File: src/rtl/uart_pkg.sv
`default_nettype none
// +------------------------------------------------------------------+
// | Module      : uart_pkg                                           |
// | Description : Constants and types shared by UART TX-side blocks. |
// | Revision    : 1.0 - initial release                              |
// +------------------------------------------------------------------+
package uart_pkg;

    localparam int c_byte_w = 8;
    localparam int c_depth  = 16;
    localparam int c_aw     = 4;

    typedef logic [c_byte_w-1:0] uart_byte_t;

endpackage : uart_pkg
`default_nettype wire

File: src/rtl/uart_fifo_ram.sv
`default_nettype none
// +------------------------------------------------------------------+
// | Module      : uart_fifo_ram                                      |
// | Description : DEPTH x byte storage, synchronous write, async read|
// | Revision    : 1.0 - initial release                              |
// +------------------------------------------------------------------+
module uart_fifo_ram
    import uart_pkg::*;
#(
    parameter int DEPTH = c_depth,
    parameter int AW    = c_aw
) (
    input  logic          clk,
    input  logic          i_we,
    input  logic [AW-1:0] i_wr_addr,
    input  uart_byte_t    i_wr_data,
    input  logic [AW-1:0] i_rd_addr,
    output uart_byte_t    o_rd_data
);

    // Contents are intentionally left unreset; occupancy lives in the controller.
    uart_byte_t r_mem [DEPTH];

    always_ff @(posedge clk) begin
        if (i_we) begin
            r_mem[i_wr_addr] <= i_wr_data;
        end
    end

    assign o_rd_data = r_mem[i_rd_addr];

endmodule : uart_fifo_ram
`default_nettype wire

File: src/rtl/uart_tx_buffer.sv
`default_nettype none
// +------------------------------------------------------------------+
// | Module      : uart_tx_buffer                                     |
// | Description : FWFT byte buffer feeding the UART transmitter.     |
// | Revision    : 1.0 - initial release                              |
// +------------------------------------------------------------------+
module uart_tx_buffer
    import uart_pkg::*;
#(
    parameter int DEPTH = c_depth,
    parameter int AW    = c_aw
) (
    input  logic          clk,
    input  logic          rst,
    input  logic          wr_en,
    input  logic [7:0]    wr_data,
    input  logic          flush,
    input  logic          clr_ovf,
    output logic          tx_valid,
    output logic [7:0]    tx_data,
    input  logic          tx_ready,
    output logic          full,
    output logic          empty,
    output logic [AW:0]   level,
    output logic          ovf
);

    localparam logic [AW:0]   c_full_level = (AW+1)'(DEPTH);
    localparam logic [AW:0]   c_level_one  = (AW+1)'(1);
    localparam logic [AW-1:0] c_ptr_one    = AW'(1);

    logic [AW-1:0] r_wr_ptr;
    logic [AW-1:0] r_rd_ptr;
    logic [AW:0]   r_level;
    logic          r_ovf;

    logic          w_push;
    logic          w_pop;
    logic          w_drop;
    uart_byte_t    w_rd_data;

    assign full     = (r_level == c_full_level);
    assign empty    = (r_level == '0);
    assign level    = r_level;
    assign ovf      = r_ovf;
    assign tx_valid = !empty;
    assign tx_data  = w_rd_data;

    // Fullness is judged on the registered level, so a same-cycle pop cannot rescue a push.
    assign w_push = wr_en && !full;
    assign w_drop = wr_en && full;
    assign w_pop  = tx_valid && tx_ready;

    always_ff @(posedge clk or posedge rst) begin
        if (rst) begin
            r_wr_ptr <= '0;
            r_rd_ptr <= '0;
            r_level  <= '0;
        end else if (flush) begin
            r_wr_ptr <= '0;
            r_rd_ptr <= '0;
            r_level  <= '0;
        end else begin
            if (w_push) begin
                r_wr_ptr <= r_wr_ptr + c_ptr_one;
            end
            if (w_pop) begin
                r_rd_ptr <= r_rd_ptr + c_ptr_one;
            end
            case ({w_push, w_pop})
                2'b10:   r_level <= r_level + c_level_one;
                2'b01:   r_level <= r_level - c_level_one;
                default: r_level <= r_level;
            endcase
        end
    end

    // A drop wins over a coincident clear; flush leaves the flag alone.
    always_ff @(posedge clk or posedge rst) begin
        if (rst) begin
            r_ovf <= 1'b0;
        end else if (w_drop) begin
            r_ovf <= 1'b1;
        end else if (clr_ovf) begin
            r_ovf <= 1'b0;
        end
    end

    uart_fifo_ram #(
        .DEPTH (DEPTH),
        .AW    (AW)
    ) u_ram (
        .clk       (clk),
        .i_we      (w_push && !flush),
        .i_wr_addr (r_wr_ptr),
        .i_wr_data (wr_data),
        .i_rd_addr (r_rd_ptr),
        .o_rd_data (w_rd_data)
    );

endmodule : uart_tx_buffer
`default_nettype wire

File: config.mk
export PLATFORM = sky130hd
export DESIGN_NAME = uart_tx_buffer
export DESIGN_NICKNAME = d
export VERILOG_FILES = /design/src/rtl/uart_pkg.sv /design/src/rtl/uart_fifo_ram.sv /design/src/rtl/uart_tx_buffer.sv
export SDC_FILE = /design/constraint.sdc
export NUM_CORES = 1
export LEC_CHECK = 0
export ABC_CLOCK_PERIOD_IN_PS = 3000
export BUFFER_PORTS_ARGS = -buffer_cell sky130_fd_sc_hd__buf_2
export CAP_MARGIN = 15
export CORE_UTILIZATION = 50
export CTS_CLUSTER_DIAMETER = 40
export DETAILED_ROUTE_END_ITERATION = 6
export PLACE_DENSITY_LB_ADDON = 0.25
export SKIP_CTS_REPAIR_TIMING = 1
export SLEW_MARGIN = 0
export SYNTH_ARGS = -nofsm -noshare
export SYNTH_HDL_FRONTEND = slang
export SYNTH_HIERARCHICAL = 1
export SYNTH_SLANG_ARGS = --single-unit
File: constraint.sdc
create_clock -name clk -period 3 [get_ports clk]
set_input_delay 0.45 -clock clk [delete_from_list [all_inputs] [get_ports clk]]
set_output_delay 0.45 -clock clk [all_outputs]
set_load 0.005 [all_outputs]
---- Word-level counts from Yosys, hierarchy flattened ----
Memories as Yosys holds them, arrays and structs flattened.
Index checks and enable logic that the tools add are counted.
storage, ports and cells
  register bits ........................... 14
  memory bits (writable) .................. 128
  input bits .............................. 14
  output and inout port bits .............. 17
  word-level logic and storage cells ...... 34
  memories ................................ 1
operators by class
  add/sub/neg operators ................... 4
  eq/ne operators ......................... 3
  mux-type cells .......................... 10
  reduce and logical (&&, ||, !) cells .... 12
memories
  memory       words  bits a word  rd ports  clocked after Yosys merged registers in  wr ports  line                 text
  u_ram.r_mem  16     8            1         0                                        1         uart_fifo_ram.sv:22  uart_byte_t r_mem [DEPTH];
operator list
  operator                                              count
  2-to-1 mux 4 bit                                      4
  case mux 5 bit (2 select lines)                       1
  adder 4 x 1 -> 4 bit (second input constant)          2
  nonzero test 2 bit                                    3
  adder 5 x 1 -> 5 bit (second input constant)          1
  equality test 5 bit (second input constant)           1
  logical NOT 5 bit                                     1
  2-to-1 mux 5 bit                                      1
  subtractor 5 x 1 -> 5 bit (second input constant)     1
  logical AND 1 bit                                     4
  2-to-1 mux 1 bit                                      4
  logical NOT 1 bit                                     3
  nonzero test 3 bit                                    1
  equality test 2 x 1 -> 1 bit (second input constant)  1
  equality test 2 bit (second input constant)           1

---- Depth between registers and ports, before layout ----
Gate-level depths: netlist of the first run.
  depth after elaboration ................. 6
  mapped depth ............................ 10
  depth with buffers taken out ............ 9

---- Modules after synthesis ----
The synthesis of the first run kept the hierarchy.
modules (own cells, without submodules)
  module          instances  cells an instance  area each (um^2)  sequential area each (um^2)
  uart_fifo_ram   1          221                4987.3            3843.7
  uart_tx_buffer  1          98                 934.6             350.3

---- Worst setup path after synthesis of the first run ----
OpenSTA, ideal clock, no wires.
  path type ............................... in2reg
  start point ............................. input flush
  end point ............................... memory u_ram/r_mem[0][0] in the netlist's numbering, enable pin
  setup time .............................. 0.383 ns
  arrival ................................. 2.253 ns
  data required time ...................... 2.617 ns
  path slack .............................. 0.364 ns
  stages on the path ...................... 5
  buffers on the path ..................... 2
  path through ............................ buf_1 > clkbuf_1 > nor3_1 > or3b_2 > nor3_1
between the ends
  cells in the longest elaborated chain, start to end .. 4
RTL lines
  item                                    line                  text
  start: declaration                      uart_tx_buffer.sv:17  input logic flush,
  logical NOT 1 bit                       uart_tx_buffer.sv:94  .i_we (w_push && !flush),
  logical AND 1 bit                       uart_tx_buffer.sv:94
  2-to-1 mux 1 bit                        uart_fifo_ram.sv:25   if (i_we) begin
  2-to-1 mux 1 bit (implied by the code)  uart_fifo_ram.sv:26   r_mem[i_wr_addr] <= i_wr_data;
  end: declaration                        uart_fifo_ram.sv:22
No other way between the ends.

---- Worst setup path in the final report of the first run ----
  start point ............................. register r_rd_ptr[0]
  end point ............................... output tx_data[2]
between the ends
  cells in the longest elaborated chain, start to end .. 1
RTL lines
  item                      line                  text
  start: declaration        uart_tx_buffer.sv:33  logic [AW-1:0] r_rd_ptr;
  start signal: assignment  uart_tx_buffer.sv:68  r_rd_ptr <= r_rd_ptr + c_ptr_one;
  memory (16 x 8 bit)       -
  end: declaration          uart_tx_buffer.sv:20  output logic [7:0] tx_data,
No other way between the ends.

==> out/metrics.cfg, run 1 <==
[die]
fp.dieW_um = 110.8
die_area_mm2 = 0.01228
core_mm2 = 0.01147
row_count = 39
fp.dieH_um = 110.8
initial_utilization_pct = 51.64
ios = 31

[grt]
grt_overflow = 0
met2_usage_pct = 31.18
grt_busiest_layer = met2
grt_max_degree = 36
use_met3_pct = 6.014
grt_pass1_vias = 3101
grt_use_total_pct = 20.02
grt_pass1_wl_um = 17570
antenna_found_initial = 0
gr-usage-met1_pct = 27.12

[power]
powerDensity_mw_per_mm2 = 825.6
ir_drop_v = 0.0006493
leakage_nw = 2.393

[cts]
numCtsBuffers = 17
cts_tree = yes
path_clk_slew_ps = 60
root_buffer = clkbuf_16
clock_latency_ps = 410
h-tree-depth = 4
clock-sinks = 142
cts_max_path_buffers = 2

[cells_and_area]
layout-drive-gt1-share_pct = 26.65
utilization_pct = 60.03
syn_to_final_growth_pct = 16.25
layout_common_cells = edfxtp_1, buf_2, nor2_1, mux4_2, clkbuf_16
regArea_mm2 = 0.004195
layout_commonest_cell = edfxtp_1
final_nets = 387
multi_input_comb_area_mm2 = 0.001590
fillers = 848
diodes = 0

[timing]
period_share_pct = 93.44
slew_violations = 0
max_freq_mhz = 356.7
slew-limit-headroom_pct = 32.93
skew_ps = 7.940
finalCriticalPeriod_ps = 2803
rsz0062_at_grt = false
hold_viol_final = 0
tightestPinTransition_ps = 1002
setup_viol = 0
finalSetupTns_ps = 0

[setup_path]
crit_family = multiplexers
slowest_delay_ps = 590
crit_buf_inv = 2
crit_chain = buf_12 -> mux4_1 -> a22oi_1 -> nand2_1 -> buf_2
worstPathRequired_ps = 2550
worstPathMaxFanout = 27
startpoint_type = flop
critPathSlowestCell = mux4_1
path_class = flop to primary output
worst_ep_arrival_time_ps = 2350
crit_path_end_kind = primary output

[yosys]
synthesis.nets = 339
syn_area_mm2 = 0.005922
yosys.area.top_type = edfxtp_1
syn_avg_cell_area_um2 = 18.56
ys_warn_count = 6
synth_edf_count = 128
synthArstFlopShare_pct = 9.859
yosys-top-cells-area = edfxtp_1, mux4_2, mux4_1
ys_seq_elements = 142
ys_seq_area_share_pct = 70.82
synth.distinct_cells = 49
synth_top_area_share_pct = 64.91
netlist_instances = 319
ys.flop_type = edfxtp_1

[routing]
drt_iter0_drc = 225
wl_per_cell_um = 21.27
routed_wl_um = 11100
vias = 3002
drtAntennaViolNets = 0
post-route-drc-count = 0
via_per_inst = 5.751
drtPass1Iterations = 4

[placement]
dp_hpwl_um = 7049
gp_congestion = 0.7720
numPortBuffers = 30

[outcome]
status = finished, final reports clean

[min_path]
min_path_type = input pin to asynchronous set/reset pin

[run]
maxCapViolCount = 0

-- area by class of cell --
| class | instances | share of cell area [%] |
|---|---|---|
| clock inverters | 12 | 2.799 |
| multi-input cells | 154 | 23.10 |
| clock buffers | 19 | 6.289 |
| well taps | 143 | 2.599 |
| repair buffers | 43 | 3.780 |
| flip-flops and latches | 142 | 60.94 |
| inverters | 9 | 0.4907 |
-- kinds of logic after synthesis --
group	after synthesis	synth area share, %
AOI/OAI and AO/OA	34	4.395
xor gates and xnor gates	6	0.8874
adders and majority gates	6	1.394
buffers and inverters	23	2.324
DFF	142	70.82
muxes	38	14.32
and+or+nand+nor	70	5.853
-- synthesized netlist by cell type (all sizes together) (4+ instances only) --
master / number
nand3: 6
nand2b: 4
a22oi: 16
dfrtp: 14
mux4: 32
xor2: 4
nand2: 13
nor2: 28
a21oi: 4
ha: 5
buf: 10
inv: 9
nor3: 6
edfxtp: 128
-- stage by stage --
step	total power, W	setup slack, ps	std cells	hold WS, ps	cell area, um2
final	0.005684	196.8	522	82.72	6884
after global routing	0.005946	69.10	522	124.0	6884
after CTS	0.005744	166.5	522	83.46	6884
after detailed placement	0.003524	474.3	491	531.3	6259
after global placement	0.003511	557.9	491	528.1	6259
after floorplan	0.003190	363.6	319	339.2	5922
-- where the power goes --
group | switching (W) | leakage (nW) | total [W] | internal, W
Clock | 0.000739 | 0.302 | 0.00220 | 0.00146
Sequential | 0.0000895 | 1.34 | 0.00232 | 0.00223
Combinational | 0.000597 | 0.749 | 0.00116 | 0.000565
-- registers in the layout, indices dropped and copies added, names as in the netlist --
name and cells:
level 5, ovf 1, r_rd_ptr 4, r_wr_ptr 4
u_ram/r_mem 128
-- layer usage --
layer / share of wire [%] / wire [um] / up-vias
met5: 0 / 0 / -
met4: 1.3 / 140 / 0
met3: 6.3 / 695 / 13
met2: 49 / 5440 / 93
met1: 43 / 4826 / 1500
li1: - / - / 1396
-- final timing paths --
check | from | to | slack [ps] | depth (start not counted)
worst max-delay path | r_rd_ptr[0] | tx_data[2] | 200 | 5
worst min-delay path | rst | r_rd_ptr[1] | 80 | 2
worst max register to register | level[0] | u_ram/r_mem[10][5] | 460 | 6
worst min register to register | ovf | ovf | 550 | 2
max in group asynchronous | rst | r_rd_ptr[0] | 2510 | 2
min in group clk | clr_ovf | ovf | 240 | 2
Note: power is estimated with default switching activity, not from simulation.
==> run 2, diff against run 1 <==
--- a/config.mk
+++ b/config.mk
@@ -10,6 +10,7 @@
 export CAP_MARGIN = 15
 export CORE_UTILIZATION = 50
 export CTS_CLUSTER_DIAMETER = 40
+export CTS_CLUSTER_SIZE = 40
 export DETAILED_ROUTE_END_ITERATION = 6
 export PLACE_DENSITY_LB_ADDON = 0.25
 export SKIP_CTS_REPAIR_TIMING = 1
==> constraint.sdc (replaced) <==
create_clock -name clk -period 3 [get_ports clk]
set_input_delay 0.15 -clock clk [delete_from_list [all_inputs] [get_ports clk]]
set_output_delay 0.15 -clock clk [all_outputs]
set_load 0.005 [all_outputs]
==> run 2 against run 1 <==
- die area unchanged
- first-iteration DRC count up 4.9%
- sequential cell count unchanged
- via count up 1.5%
- routed wire length down 0.32%
==> out/metrics.cfg, run 2 (synthesis gave the netlist of run 1 again) <==
[timing]
slew-limit-headroom_pct = 38.31  ; was 32.93%
tightestPinTransition_ps = 921.9  ; was 1002 ps
rsz0062_at_grt = false  ; unchanged
finalSetupTns_ps = 0  ; unchanged
period_share_pct = 87.61  ; was 93.44%
hold_viol_final = 0  ; unchanged
setup_viol = 0  ; unchanged
worst_slack_ps = 371.8  ; was 196.8 ps
slew_violations = 0  ; unchanged
finalCriticalPeriod_ps = 2628  ; was 2803 ps
skew_ps = 5.548  ; was 7.940 ps
max_freq_mhz = 380.5  ; was 356.7 MHz

[die]
initial_utilization_pct = 51.64  ; unchanged
fp.dieW_um = 110.8  ; unchanged
fp.dieH_um = 110.8  ; unchanged
ios = 31  ; unchanged
row_count = 39  ; unchanged
core_mm2 = 0.01147  ; unchanged
die_area_mm2 = 0.01228  ; unchanged

[cts]
path_clk_slew_ps = 50  ; was 60 ps
clock_latency_ps = 410  ; about the same
cts_max_path_buffers = 2  ; unchanged
root_buffer = clkbuf_16  ; unchanged
h-tree-depth = 4  ; unchanged
numCtsBuffers = 17  ; unchanged
clock-sinks = 142  ; unchanged
cts_tree = yes  ; unchanged

[routing]
routed_wl_um = 11070  ; was 11,100 um
vias = 3046  ; was 3,002
via_per_inst = 5.835  ; was 5.751
drtPass1Iterations = 4  ; unchanged
post-route-drc-count = 0  ; unchanged
drt_iter0_drc = 236  ; was 225
wl_per_cell_um = 21.20  ; was 21.27 um
drtAntennaViolNets = 0  ; unchanged

[grt]
grt_max_degree = 34  ; was 36
antenna_found_initial = 0  ; unchanged
grt_use_total_pct = 19.83  ; was 20.02%
grt_pass1_vias = 3203  ; was 3,101
grt_pass1_wl_um = 17670  ; was 17,570 um
grt_overflow = 0  ; unchanged

[setup_path]
rr_worst_depth = 8  ; was 6
worstPathRequired_ps = 2850  ; was 2550 ps
startpoint_type = flop  ; unchanged
worst_ep_arrival_time_ps = 2480  ; was 2350 ps
path_class = flop to primary output  ; unchanged
crit_start = r_rd_ptr[0]  ; unchanged
r2r_end = level[4]  ; was u_ram/r_mem[10][5]
crit_path_end_kind = primary output  ; unchanged
r2r_start = level[0]  ; unchanged
worstPathMaxFanout = 22  ; was 27
r2r_slack_ps = 470  ; was 460 ps

[placement]
placed_cell_area_mm2 = 0.006259  ; unchanged
numPortBuffers = 30  ; unchanged
gp_congestion = 0.7559  ; was 0.7720
dp_hpwl_um = 7007  ; was 7049 um
place_ws_ps = 482.0  ; was 474.3 ps

[power]
leakage_nw = 2.327  ; was 2.393 nW
powerDensity_mw_per_mm2 = 768.2  ; was 825.6 mW/mm2
pwr-share-seq_pct = 45.0  ; was 40.8%
pwr-share-clk_pct = 32.7  ; was 38.8%
cell_internal_pwr_w = 0.003825  ; was 0.004258 W
power_frac_comb_pct = 22.3  ; was 20.5%
ir_drop_v = 0.0005434  ; was 0.0006493 V
p_sw_w = 0.001361  ; was 0.001426 W
p_sw_share_pct = 26.24  ; was 25.08%

[cells_and_area]
layout_common_cells = edfxtp_1, buf_2, nor2_1, mux4_2, clkbuf_16  ; unchanged
layout-drive-gt1-share_pct = 24.27  ; was 26.65%
diodes = 0  ; unchanged
fin_area_mm2 = 0.006750  ; was 0.006884 mm2
syn_to_final_growth_pct = 13.99  ; was 16.25%
largest_register = u_ram/r_mem  ; unchanged
fillers = 854  ; was 848
utilization_pct = 58.87  ; was 60.03%
largest_reg_flops = 128  ; unchanged
final_nets = 389  ; was 387
layout_commonest_cell = edfxtp_1  ; unchanged

[run]
maxCapViolCount = 0  ; unchanged

[min_path]
worstHoldEndpoint = r_rd_ptr[1]
min_from = tx_ready
min_path_type = input pin to flop  ; was input pin to asynchronous set/reset pin
holdPathStages = 3

[outcome]
status = finished, final reports clean  ; unchanged

run 2: cell types whose count changed in the layout (fill, tap and decap cells not counted), sizes merged:
cell         change
clkbuf           +5
dlygate4sd3      +2
inv              -1
bufinv           -5
clkinvlp         -1
run 2: worst max-delay path: stages (launching register included):
cell     delay (ps)
dfrtp_2         640
buf_12          270
mux4_2          540
a22oi_1         310
nand2_1         140
buf_2           150
run 2: power groups by stage:
stage / Sequential [W] / Combinational, W / Clock [W]
6_report: 0.00233 / 0.00116 / 0.00170
4_1_cts: 0.00233 / 0.00117 / 0.00173
5_1_grt: 0.00234 / 0.00128 / 0.00180
3_5_place_dp: 0.00237 / 0.00116 / 0
3_3_place_gp: 0.00236 / 0.00115 / 0
2_1_floorplan: 0.00234 / 0.000855 / 0
run 2: stage by stage:
step | total power [W] | hold slack (ps) | cells
floorplan | 0.003190 | 39.22 | 319
global placement | 0.003510 | 232.9 | 491
detailed placement | 0.003525 | 238.8 | 491
CTS | 0.005226 | -200.1 | 520
global route | 0.005428 | 132.6 | 522
finish | 0.005186 | 102.9 | 522
run 2: metal layers:
metal / vias to the layer above / global-route usage [%] / part of all wire, %
met1: 1543 / 24.68 / 41
met2: 99 / 33.04 / 52
li1: 1390 / - / -
met5: - / 0 / 0
met4: 0 / 8.533 / 1.4
met3: 14 / 5.085 / 5.7
run 2: worst max-delay path by stage:
| stage | depth (start not counted) | endpoint | slack, ps |
|---|---|---|---|
| final | 5 | tx_data[7] | 370 |
| after CTS | 5 | tx_data[7] | 330 |
| after global placement | 8 | level[4] | 590 |
| after global routing | 5 | tx_data[5] | 230 |
| after floorplan | 6 | u_ram/r_mem[0][0] | 450 |
| after detailed placement | 8 | level[4] | 480 |
run 2: cell type report:
type / instances / area (um2) / area share [%]
flip-flops and latches: 142 / 4195 / 62.15
clock inverters: 5 / 20.02 / 0.2966
well taps: 143 / 178.9 / 2.651
clock buffers: 24 / 451.7 / 6.691
inverters: 9 / 33.78 / 0.5005
repair buffers: 45 / 280.3 / 4.152
multi-input cells: 154 / 1590 / 23.56
